$ cat config.mk
export PLATFORM = sky130hd
export DESIGN_NAME = word_distributor
export DESIGN_NICKNAME = d
export VERILOG_FILES = /design/src/rtl/word_distributor.sv
export SDC_FILE = /design/constraint.sdc
export NUM_CORES = 1
export LEC_CHECK = 0
export CAP_MARGIN = 30
export CORE_UTILIZATION = 40
export DETAILED_ROUTE_END_ITERATION = 8
export PLACE_DENSITY = 0.72
export REMOVE_ABC_BUFFERS = 1
export SYNTH_ARGS = -nofsm -noshare
export SYNTH_HDL_FRONTEND = slang
export SYNTH_SLANG_ARGS = --single-unit
$ cat constraint.sdc
create_clock -name clk -period 3.2 [get_ports clk]
set_input_delay 0.48 -clock clk [delete_from_list [all_inputs] [get_ports clk]]
set_output_delay 0.48 -clock clk [all_outputs]
set_load 0.005 [all_outputs]
$ cat src/rtl/word_distributor.sv
// Write-side 4-slot distributor: lands a 4-beat valid/ready burst into four slot registers.
// Optional sticky protocol-error output `err` when WORD_DIST_ERR_EN is defined.
module word_distributor #(
  parameter int WIDTH      = 16,
  parameter int FIRST_SLOT = 0
) (
  input  logic             clk,
  input  logic             rst_n,
  input  logic             start,
  input  logic             in_valid,
  output logic             in_ready,
  input  logic [WIDTH-1:0] in_data,
  output logic [WIDTH-1:0] out_data1,
  output logic [WIDTH-1:0] out_data2,
  output logic [WIDTH-1:0] out_data3,
  output logic [WIDTH-1:0] out_data4,
  output logic             a,
  output logic             b,
  output logic             c,
  output logic             d,
  output logic [1:0]       ptr_value,
  output logic             busy,
  output logic             done
`ifdef WORD_DIST_ERR_EN
  ,
  output logic             err
`endif
);

  typedef enum logic [1:0] {IDLE, RECV, DONE} state_t;

  localparam logic [1:0] FIRST = 2'(FIRST_SLOT);

  state_t                 state_q, state_d;
  logic [1:0]             ptr_q, ptr_d;
  logic [1:0]             cnt_q, cnt_d;
  logic [3:0]             stb_q, stb_d;
  logic [3:0][WIDTH-1:0]  slot_q;
  logic                   accept;

  assign accept = (state_q == RECV) && in_valid;

  always_comb begin
    state_d = state_q;
    ptr_d   = ptr_q;
    cnt_d   = cnt_q;
    stb_d   = 4'b0000;
    case (state_q)
      IDLE: if (start) begin
        state_d = RECV;
        ptr_d   = FIRST;
        cnt_d   = 2'd0;
      end
      RECV: if (accept) begin
        stb_d = 4'b0001 << ptr_q;
        ptr_d = ptr_q + 2'd1;
        cnt_d = cnt_q + 2'd1;
        // count wraps to 0 on the 4th beat, leaving it ready for the next burst
        if (cnt_q == 2'd3) state_d = DONE;
      end
      DONE:    state_d = IDLE;
      default: state_d = IDLE;
    endcase
  end

  always_ff @(posedge clk) begin
    if (!rst_n) begin
      state_q <= IDLE;
      ptr_q   <= FIRST;
      cnt_q   <= 2'd0;
      stb_q   <= 4'b0000;
      slot_q  <= '0;
    end else begin
      state_q <= state_d;
      ptr_q   <= ptr_d;
      cnt_q   <= cnt_d;
      stb_q   <= stb_d;
      if (accept) slot_q[ptr_q] <= in_data;
    end
  end

`ifdef WORD_DIST_ERR_EN
  logic err_q;
  always_ff @(posedge clk) begin
    if (!rst_n)
      err_q <= 1'b0;
    else if ((in_valid && (state_q != RECV)) || (start && (state_q == RECV)))
      err_q <= 1'b1;
  end
  assign err = err_q;
`endif

  assign in_ready  = (state_q == RECV);
  assign busy      = (state_q == RECV);
  assign done      = (state_q == DONE);
  assign ptr_value = ptr_q;
  assign {d, c, b, a} = stb_q;
  assign out_data1 = slot_q[0];
  assign out_data2 = slot_q[1];
  assign out_data3 = slot_q[2];
  assign out_data4 = slot_q[3];

endmodule
---- Yosys cells after proc, flatten, opt, wreduce, memory -nomap -nowiden ----
Index checks and enable logic that the tools add are counted.
word-level totals
  register bits ........................... 74
  latch bits .............................. 0
  bits in writable memories ............... 0
  bits in read-only memories .............. 0
  logic and storage cells ................. 38
  memories kept ........................... 0
cells by class
  add/subtract/negate cells ............... 2
  $mul .................................... 0
  div/mod/pow operators ................... 0
  magnitude comparators ................... 2
  eq/ne operators ......................... 6
  shifts and indexed selects .............. 1
  mux-type cells .......................... 12
  bitwise gates (word level) .............. 0
  reductions and logical operators ........ 7
operators by type and width
  operator                                                                      number
  64-bit bitwise mux                                                            1
  16-bit demux with 2-bit select                                                1
  16-bit 2-to-1 mux                                                             1
  2-bit 2-to-1 mux                                                              6
  2-bit one-hot mux with 2 select lines                                         3
  3-bit AND reduction                                                           3
  2-bit by 1-bit adder with 2-bit output, second input constant                 2
  2-bit == test, second input constant                                          2
  2-bit by 1-bit != test with 1-bit output, second input constant               2
  1-bit by 2-bit << shifter with 4-bit output, first input constant             1
  2-bit by 3-bit less-than comparator with 1-bit output, second input constant  1
  2-bit by 1-bit == test with 1-bit output, second input constant               1
  2-bit by 1-bit >= comparator with 1-bit output, second input constant         1
  1-bit logical AND                                                             2
  2-bit logical NOT                                                             1
  2-bit != test, second input constant                                          1
  2-bit nonzero test                                                            1

---- Longest topological paths before layout ----
  word-level depth ........................ 5
  gate-level depth with buffers ........... 6
  gate-level depth less buffers ........... 5

---- Least setup slack after synthesis ----
Ideal clock, no wire load.
  path type ............................... register to register
  start ................................... reg ptr_q[0], in the netlist ptr_value[0]
  end ..................................... reg slot_q (netlist bit out_data3[0])
  library setup time ...................... 0.130 ns
  arrival ................................. 1.227 ns
  required time ........................... 3.070 ns
  setup slack ............................. 1.844 ns
  stages on the path, launching flop included .. 6
  path buffers ............................ 1
  cells stage by stage .................... dfxtp_1 inv_1 ha_1 nand4b_1 clkbuf_1 o21ai_0
between the ends
  word-level cells in the longest chain between the ends .. 5
  elaborated cells between the ends (all ways) .. 6
  classes of those cells .................. 2 x order compare; 3 x mux; 1 x reduce/logical
ends and longest elaborated chain
  item                                                                                                                                                  line  source
  from (decl)                                                                                                                                           35    logic [1:0] ptr_q, ptr_d;
  from (signal assigned)                                                                                                                                75    ptr_q <= ptr_d;
  2-bit by 3-bit less-than comparator with 1-bit output (implied by the code) / 2-bit by 1-bit >= comparator with 1-bit output (equally long branches)  78    if (accept) slot_q[ptr_q] <= in_data;
  1-bit logical AND (implied by the code)                                                                                                               78
  16-bit 2-to-1 mux (implied by the code)                                                                                                               78
  16-bit demux with 2-bit select *                                                                                                                      78
  64-bit bitwise mux *                                                                                                                                  78
  to (signal, indexed assignment)                                                                                                                       78
  to (decl)                                                                                                                                             38    logic [3:0][WIDTH-1:0] slot_q;
Mark *: on every way between the ends. The rest lies on a longest branch, timed or not.
A chain may end at the register's enable or synchronous reset.

---- Worst setup path after layout ----
  start ................................... reg state_q[0]
  end ..................................... out busy
between the ends
  word-level cells in the longest chain between the ends .. 1
ends and longest elaborated chain
  item                                      line  source
  from (decl)                               34    state_t state_q, state_d;
  from (signal assigned)                    74    state_q <= state_d;
  2-bit by 1-bit == test with 1-bit output  94    assign busy = (state_q == RECV);
  to (decl)                                 22    output logic busy,
No other way between the ends.

==> summary by stage <==
Status
The run finished with clean final reports.

GRT
Entering global routing, the biggest net connects 37 pins. The remaining global-route overflow is 0. The number of global-route vias before repair is 2163.

The initial antenna violation count is 0. The global-route wire length before repair is 10.1 mm. Global routing consumed, over all layers together, 18.3% of the routing resources.

Floorplanning
The floorplan has 29 rows. The die extent in y is 83.8 µm. The initial utilization of the core area, before any placement, comes to 41.9%.

The area of the die is 7020 µm². In this run the count of I/O pins placed on the die edge is 93. The floorplan step set the die width to 83.8 µm. After floorplanning, the core was sized to cover 6390 µm².

Placement
The cell area after placement is 3540 µm². The post-detailed-placement half-perimeter wirelength is 4.17 mm. During placement, the flow inserted port buffers numbering 92.

At the end of routability-driven placement, the weighted congestion stood at 0.748.

Worst setup path
Traced cell by cell, the critical path runs through nor2b_1 -> clkdlybuf4s50_1. The worst-path cell with the longest stage delay is sky130_fd_sc_hd__dfxtp_1. The arrival time reported for the critical path endpoint is 1.79 ns. The critical path endpoint category is an output port. Along the worst path, the maximum fanout reaches 12. The number of buffer and inverter stages on the critical path is 1. STA classifies the critical path startpoint as a flip-flop. The data required time at the worst endpoint is 2.72 ns.

The critical path start-end classification is reg2out. The kind of cell with the highest combined delay on the critical path is flip-flops. The largest single stage delay on the critical path is 0.67 ns.

Timing
Of the available clock period, the critical path in the final layout requires 71.0%. Setup violations remaining at the end of the flow were counted as 0. Measured against its own limit, the worst slew margin works out to 54.7%.

Clock skew on the completed layout was measured at 0.00970 ns. The accumulated negative setup slack is 0 ns. Setup repair after global routing left no endpoint under its margin. The number of pins exceeding their max-slew limit in the final report came to 0. The final-report hold violation count is 0. Derived from the worst setup path, the maximum achievable clock frequency is 0.440 GHz. The time the worst path needs with I/O delays and setup is 2.27 ns. For the pin with the worst max-slew slack, the measured transition is 0.679 ns.

Cells and area
The footprint of the multi-input gates is 1010 µm². In the final layout, the share of cells above drive strength 1 is 6.27%. The relative area change from synthesis to final layout is 40.9%. The antenna diode count is 0. Summing all flip-flop and latch instances after layout gives 1480 µm².

Counting the fill cells in the layout gives 547. The final instance area is 3770 µm². At the end of the flow, the number of nets in the layout was 387.

Clock tree
Clock tree synthesis inserted a total of 9 buffers. The number of clock sinks seen by CTS is 74. Once the clock tree was built, the setup fixing pass inserted 0 buffers. In this run the number of H-tree levels came out at 3. After clock tree synthesis, the clock-pin slew on the worst setup and hold paths is 0.08 ns.

The total of hold buffers inserted after clock tree synthesis is 0. The clock tree from TritonCTS is yes. The clock passes through at most 2 buffers. In this run, post-CTS repair resized a total of 0 instances. The clock latency reported for the late side of the worst-skew pair is 0.34 ns. The cell sitting at the root of the clock tree is a sky130_fd_sc_hd__clkbuf_8.

Logic synthesis
The post-synthesis instance area is 2680 µm². The number of synthesis warnings is 0. After synthesis, the cell types taking the most area are sky130_fd_sc_hd__dfxtp_1 (55%), sky130_fd_sc_hd__nand3_1 (12%), sky130_fd_sc_hd__o21ai_0 (9.0%). The number of storage elements in the synthesis netlist is 74. The share of the Yosys chip area taken by registers is 55.4%.

The synthesized design spends more area on one cell type than any other, namely sky130_fd_sc_hd__dfxtp_1. The number of standard cells after synthesis is 280. The synthesized design devotes to its leading area cell type 55.4% of total area. The synthesized area per cell is 9.55 µm².

The synthesized netlist contains 27 unique library cells.

Detailed routing
The routed design has 6.09 mm of wire. The first detailed-routing pass took 4 iterations. Detailed routing inserted a total of 2236 vias. The detailed router's first-iteration violation count is 66. Dividing the detail-routed via count by the number of cells gives 5.04. The number of nets still failing antenna checks after routing is 0. The post-detailed-route wirelength per cell is 13.7 µm. The post-route DRC violation count is 0.

Min path
The type of the worst min-delay path is reg2reg.

Flow run
The tool flagged a number of max-cap violations equal to 0.

Power
Combinational logic burns 6.1% of the power. In this run the power spent charging and discharging nets is 401 µW. The clock network is responsible for 43.4% of the overall power. In this run, flip-flops and latches consume 50.5% of the power. The switching part of the total power is 21.4%. The power density of the placed cells is 497 nW/µm². The peak supply drop is 359 µV. Internal power comes to 1470 µW. For this design the static power due to leakage is 0.00138 µW.
-- worst register-to-register path, delay by kind of cell (launching register included) --
family             cells  cell delay, ns
AOI/OAI and AO/OA      1            0.10
DFF                    1            0.67
and+or+nand+nor        2            0.73
-- state kept, by name, summed over array words and instances (netlist names) --
| register | cells |
|---|---|
| cnt_q | 2 |
| out_data1 | 16 |
| out_data2 | 16 |
| out_data3 | 16 |
| out_data4 | 16 |
| ptr_value | 2 |
| state_q | 2 |
| stb_q | 4 |
-- layer usage --
metal	global-route usage [%]	vias to the layer above	share of wire, %
met5	0	-	0
met4	8.32	0	1.7
met3	5.24	9	5.7
met2	30.0	62	48
met1	22.1	1015	45
li1	-	1150	-
-- power groups by stage --
stage | registers (µW) | logic [µW] | clock network [µW]
after floorplan | 967 | 33.3 | 0
after global placement | 968 | 112 | 0
after detailed placement | 968 | 114 | 0
after CTS | 947 | 115 | 828
after global routing | 949 | 125 | 870
final | 947 | 114 | 814
-- layout make-up --
cell class,count,area share [%]
Timing Repair Buffer,96,25.1
Tap cell,77,2.56
Sequential cell,74,39.3
Clock inverter,4,1.96
Multi-Input combinational cell,178,26.7
Clock buffer,12,4.12
Inverter,3,0.299
-- per-stage QoR --
step	instances	total power, µW	worst slack, ns	utilization, %	hold slack [ns]
final	444	1870	0.928	59.0	0.462
after global routing	444	1940	0.800	59.0	0.480
after CTS	444	1890	0.906	59.0	0.463
after detailed placement	428	1080	0.997	55.4	0.452
after global placement	428	1080	1.06	55.4	0.447
after floorplan	255	1000	1.40	-	0.455
-- cells by family (layout without fill, tap and decap cells) --
| kind of cell | count (synthesis) | in the layout | synth area share (%) |
|---|---|---|---|
| flops | 74 | 74 | 55.4 |
| compound gates | 72 | 72 | 14.1 |
| simple gates | 100 | 100 | 20.8 |
| mux | 1 | 1 | 0.374 |
| buf+inv | 28 | 115 | 7.02 |
| fa+ha+maj | 5 | 5 | 2.34 |
-- cells in the final DEF (no fill, tap or decap), types with 3 or more instances in the layout --
cell type,n
sky130_fd_sc_hd__nand3_1,64
sky130_fd_sc_hd__buf_4,4
sky130_fd_sc_hd__clkdlybuf4s50_1,91
sky130_fd_sc_hd__nand2_1,19
sky130_fd_sc_hd__nand4b_4,3
sky130_fd_sc_hd__clkbuf_8,11
sky130_fd_sc_hd__ha_1,5
sky130_fd_sc_hd__dfxtp_1,74
sky130_fd_sc_hd__o21ai_0,48
sky130_fd_sc_hd__o21ai_1,18
sky130_fd_sc_hd__inv_1,3
-- cells in the mapped netlist --
cell type,count
sky130_fd_sc_hd__nor2_1,2
sky130_fd_sc_hd__ha_1,5
sky130_fd_sc_hd__buf_1,5
sky130_fd_sc_hd__clkbuf_1,3
sky130_fd_sc_hd__buf_6,9
sky130_fd_sc_hd__o21bai_1,1
sky130_fd_sc_hd__and3_1,2
sky130_fd_sc_hd__nand4b_1,1
sky130_fd_sc_hd__a311oi_1,1
sky130_fd_sc_hd__nor2b_1,2
sky130_fd_sc_hd__and2_1,1
sky130_fd_sc_hd__a21oi_1,2
sky130_fd_sc_hd__and4b_1,1
sky130_fd_sc_hd__nand2_1,19
sky130_fd_sc_hd__o21ai_0,48
sky130_fd_sc_hd__and2b_1,2
sky130_fd_sc_hd__nand3_1,64
sky130_fd_sc_hd__o21ai_1,18
sky130_fd_sc_hd__buf_4,2
sky130_fd_sc_hd__nand4b_4,3
sky130_fd_sc_hd__or2_1,1
sky130_fd_sc_hd__buf_2,6
sky130_fd_sc_hd__mux2i_1,1
sky130_fd_sc_hd__nor3b_1,2
sky130_fd_sc_hd__a32o_1,2
sky130_fd_sc_hd__inv_1,3
sky130_fd_sc_hd__dfxtp_1,74
-- worst paths after layout --
path | startpoint | to | slack, ns | depth (start not counted)
max | state_q[0] | busy | 0.93 | 2
min | out_data4[2] | out_data4[2] | 0.46 | 2
max reg2reg | state_q[0] | out_data4[1] | 1.56 | 3
min reg2reg | out_data4[2] | out_data4[2] | 0.46 | 2
Power figures use the tool's default switching activity.
